--- config.mk ---
export PLATFORM = sky130hd
export DESIGN_NAME = mem_ctrl
export DESIGN_NICKNAME = d
export VERILOG_FILES = /design/src/rtl/mem_ctrl.sv
export SDC_FILE = /design/constraint.sdc
export NUM_CORES = 1
export LEC_CHECK = 0
export CAP_MARGIN = 15
export CORE_AREA = 2 2 189 98
export DETAILED_ROUTE_END_ITERATION = 6
export DIE_AREA = 0 0 191 100
export PLACE_DENSITY = 0.75
export SLEW_MARGIN = 20
export SYNTH_ARGS = -nofsm -noshare
export SYNTH_HDL_FRONTEND = slang
export SYNTH_SLANG_ARGS = --single-unit
--- constraint.sdc ---
create_clock -name clk_in -period 5.8 [get_ports clk_in]
set_input_delay 1.16 -clock clk_in [delete_from_list [all_inputs] [get_ports clk_in]]
set_output_delay 1.16 -clock clk_in [all_outputs]
set_load 0.05 [all_outputs]
--- src/rtl/mem_ctrl.sv ---
// Byte-serial memory controller: serves MEM loads/stores and IF fetches over one
// registered 8-bit synchronous RAM port, one byte per cycle, data before fetch.
module mem_ctrl #(
    parameter int unsigned ADDR_W = 17
) (
    input  logic              clk_in,
    input  logic              rst_in,
    input  logic [31:0]       mem_a_in,
    input  logic [31:0]       mem_d_in,
    input  logic [2:0]        mem_l_in,
    input  logic [1:0]        mem_wr_in,
    output logic [31:0]       mem_d_out,
    output logic              mem_en_out,
    output logic              stall_out,
    input  logic [31:0]       if_a_in,
    input  logic              if_req_in,
    output logic [31:0]       if_d_out,
    output logic              if_en_out,
    output logic [ADDR_W-1:0] ram_a_out,
    output logic [7:0]        ram_d_out,
    input  logic [7:0]        ram_d_in,
    output logic              ram_wr_out
);

    typedef enum logic [2:0] {IDLE, DRD, DWR, IRD, DONE} state_t;

    state_t            state, state_nxt;
    logic [ADDR_W-1:0] addr;
    logic [2:0]        n;
    logic [1:0]        idx;
    logic [1:0]        idx_nxt;
    logic              is_fetch;
    logic [31:0]       wdata;
    logic [31:0]       rbuf;
    logic [31:0]       rbuf_nxt;
    logic              last;
    logic              data_ld;
    logic              data_st;
    logic              unused_bits;

    function automatic logic [2:0] len_dec(input logic [2:0] l);
        case (l)
            3'd1:    len_dec = 3'd1;
            3'd2:    len_dec = 3'd2;
            default: len_dec = 3'd4;
        endcase
    endfunction

    assign data_ld  = (mem_wr_in == 2'b01);
    assign data_st  = (mem_wr_in == 2'b10);
    assign idx_nxt  = idx + 2'd1;
    assign last     = ({1'b0, idx} == (n - 3'd1));
    assign rbuf_nxt = {ram_d_in, rbuf[31:8]};

    assign mem_en_out = (state == DONE) && !is_fetch;
    assign if_en_out  = (state == DONE) && is_fetch;
    assign stall_out  = (data_ld || data_st) && !mem_en_out;

    assign unused_bits = ^{mem_a_in[31:ADDR_W], if_a_in[31:ADDR_W], rbuf[7:0]};

    always_ff @(posedge clk_in or posedge rst_in) begin
        if (rst_in) begin
            state <= IDLE;
        end else begin
            state <= state_nxt;
        end
    end

    always_comb begin
        state_nxt = state;
        case (state)
            IDLE: begin
                if (data_ld) begin
                    state_nxt = DRD;
                end else if (data_st) begin
                    state_nxt = DWR;
                end else if (if_req_in) begin
                    state_nxt = IRD;
                end
            end
            DRD, DWR, IRD: begin
                if (last) begin
                    state_nxt = DONE;
                end
            end
            DONE:    state_nxt = IDLE;
            default: state_nxt = IDLE;
        endcase
    end

    // RAM port is registered: the address for byte k is issued on edge T(k),
    // and the byte returned for it is captured on edge T(k+1).
    always_ff @(posedge clk_in or posedge rst_in) begin
        if (rst_in) begin
            addr       <= '0;
            n          <= '0;
            idx        <= '0;
            is_fetch   <= 1'b0;
            wdata      <= '0;
            rbuf       <= '0;
            mem_d_out  <= '0;
            if_d_out   <= '0;
            ram_a_out  <= '0;
            ram_d_out  <= '0;
            ram_wr_out <= 1'b0;
        end else begin
            case (state)
                IDLE: begin
                    if (data_ld || data_st) begin
                        addr       <= mem_a_in[ADDR_W-1:0];
                        n          <= len_dec(mem_l_in);
                        idx        <= '0;
                        is_fetch   <= 1'b0;
                        wdata      <= mem_d_in;
                        rbuf       <= '0;
                        ram_a_out  <= mem_a_in[ADDR_W-1:0];
                        ram_d_out  <= mem_d_in[7:0];
                        ram_wr_out <= data_st;
                    end else if (if_req_in) begin
                        addr       <= if_a_in[ADDR_W-1:0];
                        n          <= 3'd4;
                        idx        <= '0;
                        is_fetch   <= 1'b1;
                        rbuf       <= '0;
                        ram_a_out  <= if_a_in[ADDR_W-1:0];
                        ram_wr_out <= 1'b0;
                    end
                end
                DRD, IRD: begin
                    rbuf <= rbuf_nxt;
                    if (last) begin
                        if (state == IRD) begin
                            if_d_out <= rbuf_nxt;
                        end else begin
                            mem_d_out <= rbuf_nxt;
                        end
                    end else begin
                        idx       <= idx_nxt;
                        ram_a_out <= addr + ADDR_W'(idx_nxt);
                    end
                end
                DWR: begin
                    if (last) begin
                        ram_wr_out <= 1'b0;
                    end else begin
                        idx       <= idx_nxt;
                        ram_a_out <= addr + ADDR_W'(idx_nxt);
                        ram_d_out <= wdata[{idx_nxt, 3'b000} +: 8];
                    end
                end
                default: ;
            endcase
        end
    end

endmodule

### After elaboration in Yosys (flattened, before gate mapping)

Cells that the tools add are included.

| cells by class | value |
|---|---|
| add/sub/neg operators | 3 |
| eq/ne operators | 16 |
| shifts and indexed selects | 1 |
| mux-type cells | 28 |
| bitwise logic cells | 1 |
| reduce and logical (&&, ||, !) cells | 22 |

Operator list:

| cell | number |
|---|---|
| $mux W32 | 2 |
| $pmux W32 S2 | 1 |
| $mux W17 | 3 |
| $pmux W17 S2 | 1 |
| $shiftx A32 B6 Y8 | 1 |
| $mux W3 | 6 |
| $add A17 B2 Y17 | 1 |
| $mux W8 | 2 |
| $pmux W8 S2 | 1 |
| $reduce_and A3 Y1 | 5 |
| $pmux W3 S2 | 2 |
| $eq A3 B2 Y1 const B | 3 |
| $ne A2 B2 Y1 const B | 4 |
| $reduce_and A2 Y1 | 4 |
| $reduce_bool A2 Y1 | 4 |
| $eq A3 B1 Y1 const B | 2 |
| $mux W2 | 3 |
| $mux W1 | 5 |
| $ne A4 B4 Y1 const B | 1 |
| $pmux W2 S2 | 1 |
| $eq A2 B3 Y1 | 1 |
| $eq A3 B3 Y1 const B | 1 |
| $logic_and A1 B1 Y1 | 3 |
| $logic_not A3 Y1 | 1 |
| 12 further kinds | 13 |

| storage, ports and cells | value |
|---|---|
| flip-flop bits (word level) | 180 |
| bits of input ports | 112 |
| output and inout port bits | 93 |
| word-level logic and storage cells | 83 |

### Depth between registers and ports, before layout

| depth | value |
|---|---|
| depth after elaboration | 4 |
| mapped depth | 10 |

### Worst setup path before layout

No wires, ideal clock.

| timing | value |
|---|---|
| path type | input port to output port |
| start point | input mem_wr_in[0] |
| end point | output stall_out |
| arrival time | 2.477 ns |
| required time | 4.640 ns |
| slack | 2.163 ns |
| stages | 5 |
| buffers on the path | 2 |
| cell sequence | inv_1 ha_1 clkbuf_1 buf_2 nor2_1 |

| on the way | value |
|---|---|
| cells in the longest elaborated chain, start to end | 3 |

Ends and longest elaborated chain:

| element | line | RTL |
|---|---|---|
| start: declaration | 11 | `input logic [1:0] mem_wr_in,` |
| $eq A2 B1 Y1 or $eq A2 B2 Y1 (tied branches) | 49, 50 |  |
| $logic_or A1 B1 Y1 * | 57 | `assign stall_out = (data_ld \|\| data_st) && !mem_en_out;` |
| $logic_and A1 B1 Y1 * | 57 |  |
| end: declaration | 14 | `output logic stall_out,` |

Mark *: on every way between the ends. The rest lies on a longest branch, timed or not.

### Final worst setup path

Same ends and word-level chain as after synthesis.

==> run metrics <==
Yosys top cell by area dfrtp_1; multi-input logic area 0.00308 mm²; maximum VDD drop between 0.0003 and 0.0004 V; fin crit period between 4000 and 5000 ps; top cells by area, synth dfrtp_1, mux2_2, nand2_1, mux4_2, mux2i_1; post-synthesis compound-gate area fraction between 4 and 5%; top post-synthesis cells by count dfrtp_1, mux2_2, nand2_1, nor2_1, o21ai_0; share of cells above drive strength 1 21.7%; register area share after synthesis 56.8%; Post-Synth Adder-Cell Area 1.26%; final hold violations 0; largest net degree at the start of global routing approximately 170; Mapped Area 0.00757 mm²; total iterations of the first detailed-routing run 4; Post-Syn Nets 729; Cells after DPL 997; routed len/inst 17.5 µm; CP cell instances clkdlybuf4s50_1, inv_1, ha_1, buf_4, nor2_1, clkdlybuf4s50_1; Crit path arrival time approximately 3200 ps; DR vias/cell 5.08; Routability Congestion between 0.7 and 0.8; FILL cells approximately 1500; cell mode on critical path clkdlybuf4s50_1; EDFF count, synth 0; clk_skew 9.36 ps; Area Overhead vs Synth 32.9%; CTS buffer count 17; Critical-path top delay cell clkdlybuf4s50_1; multiplexer share of the synthesized area between 20% and 30%; largest family of logic cells by synthesized area multiplexers; antenna viol nets, final 0; Crit path buffers/inverters 4; clock sink count 172; delay-heaviest family, CP buffers and inverters; Vias 5223; # setup viols final 0; status finished, final reports clean; TritonCTS clock tree built; Worst Path Required 4640 ps; Final WS setup about 1400 ps; I/O pins around 210; max frequency 0.229 GHz; Syn Area/Cell 12.4 µm²; Die X 191 µm; Slew @ Worst Pin 910 ps; dpl ws 1410 ps; leakage power 4.48 nW; Seq cells post-synth 172; storage element area between 0.004 and 0.005 mm²; grt total ovfl 0; Async SR Flop Fraction 100%; Hold-fix buffers, CTS 0; Final Cycle Share between 70% and 80%; Vert. Die Dim 100 µm; final std cells w/o fill 1029; post-CTS setup buffers 0; DP Area 0.00953 mm²; # port buffers 174; initial core utilization 42.7%; kind of critical path primary input to output pin; Hold WS 479 ps; die area 0.0191 mm²; DRC 0; CTS root buffer clkbuf_16; top cell type's share of synthesized area 56.8%; clk buf depth 2; number of antenna violations at the first check in global routing 1; crit end category output pin; PwrDens 653 mW/mm²; nature of the critical path startpoint primary input; crit path max fanout 23; H-tree Lvls 4; Pins Over Slew Limit 0; Final Cell Area around 0.010 mm²; Post-DP HPWL 12300 µm; vias in the first global route roughly 5200; Final Util between 50% and 60%; final net count 895; first-pass GRT wire length 29100 µm; warnings from Yosys 0; unique cell type count in the Yosys netlist 39; RSZ-0062 raised after global routing no; Total Power approximately 6.6 mW; total wire length ~18000 µm; core area 0.0177 mm²; max cap viols 0; CTS clk-pin slew, worst paths approximately 60 ps; std cell rows 35; Resize count post-CTS 0; Max transition margin 39.3%; most numerous cell in the Yosys netlist dfrtp_1; Hold Path Class flip-flop to flip-flop; worst skew pair latency around 420 ps; Post-Synthesis Cells 610; Synth Area in XOR/XNOR 2.20%; Sum Neg Setup Slack 0 ps; top_reg_cell synth dfrtp_1; fraction of the mapped netlist area in simple logic gates 10.5%; 1st-iter DRT viols 311; critical path's largest stage delay 800 ps; GRT Overall Usage 19.8%
## tightest hold or removal path: cells and delay by family, from the launching register on
family	cells	cell delay, ps
flip-flops	1	340
AND/OR/NAND/NOR	1	50
AO/OA/AOI/OAI	1	60
## report_power, final
group          internal (mW)  leakage, nW  switching [mW]
Clock                  0.559        0.251           0.486
Combinational           1.33         2.07            1.99
Sequential              1.77         2.16           0.440
## placed cells by master (no fill, tap or decap), drive strengths merged, types with 10 or more instances in the layout
cell	count
a21oi	11
nor2	29
dfrtp	172
clkbuf	18
inv	10
o21ai	32
xor2	10
nand2	85
clkdlybuf4s50	174
mux2i	17
mux2	113
nand3	31
## registers in the layout (all words and copies together) (netlist names), 8 cells and up
name	flops
addr	17
mem_d_out	32
ram_a_out	17
rbuf	24
if_d_out	32
ram_d_out	8
wdata	32
## cell type report
| class | count | share of cell area [%] |
|---|---|---|
| clock inverters | 13 | 0.957 |
| multi-input cells | 394 | 30.5 |
| flip-flops and latches | 172 | 42.7 |
| repair buffers | 182 | 18.0 |
| well taps | 240 | 2.98 |
| clock buffers | 18 | 4.36 |
| inverters | 9 | 0.373 |
| diodes | 1 | 0.0249 |
## worst paths after layout
path | start | endpoint | slack, ps | depth (start not counted)
min reg2reg | ram_a_out[5] | ram_a_out[5] | 480 | 2
min | ram_a_out[5] | ram_a_out[5] | 480 | 2
max in group asynchronous | rst_in | mem_d_out[31] | 3760 | 3
min in group asynchronous | rst_in | if_d_out[4] | 1380 | 3
max reg2reg | idx[0] | ram_a_out[16] | 2970 | 8
max | mem_wr_in[0] | stall_out | 1430 | 6
## cells by family after synthesis
family	Yosys count
buffers and inverters	44
XOR/XNOR	19
AO/OA/AOI/OAI	60
AND/OR/NAND/NOR	170
multiplexers	138
flip-flops	172
adder cells (fa/ha/maj)	7
## metal layers
metal,part of all wire [%],track usage [%],vias up,wire (µm)
met3,7.7,5.87,13,1380
met1,51,30.5,2613,9230
li1,-,-,2452,-
met5,0,0,-,0
met4,0.81,5.01,0,146
met2,40,27.1,145,7250
Power figures use the tool's default switching activity.
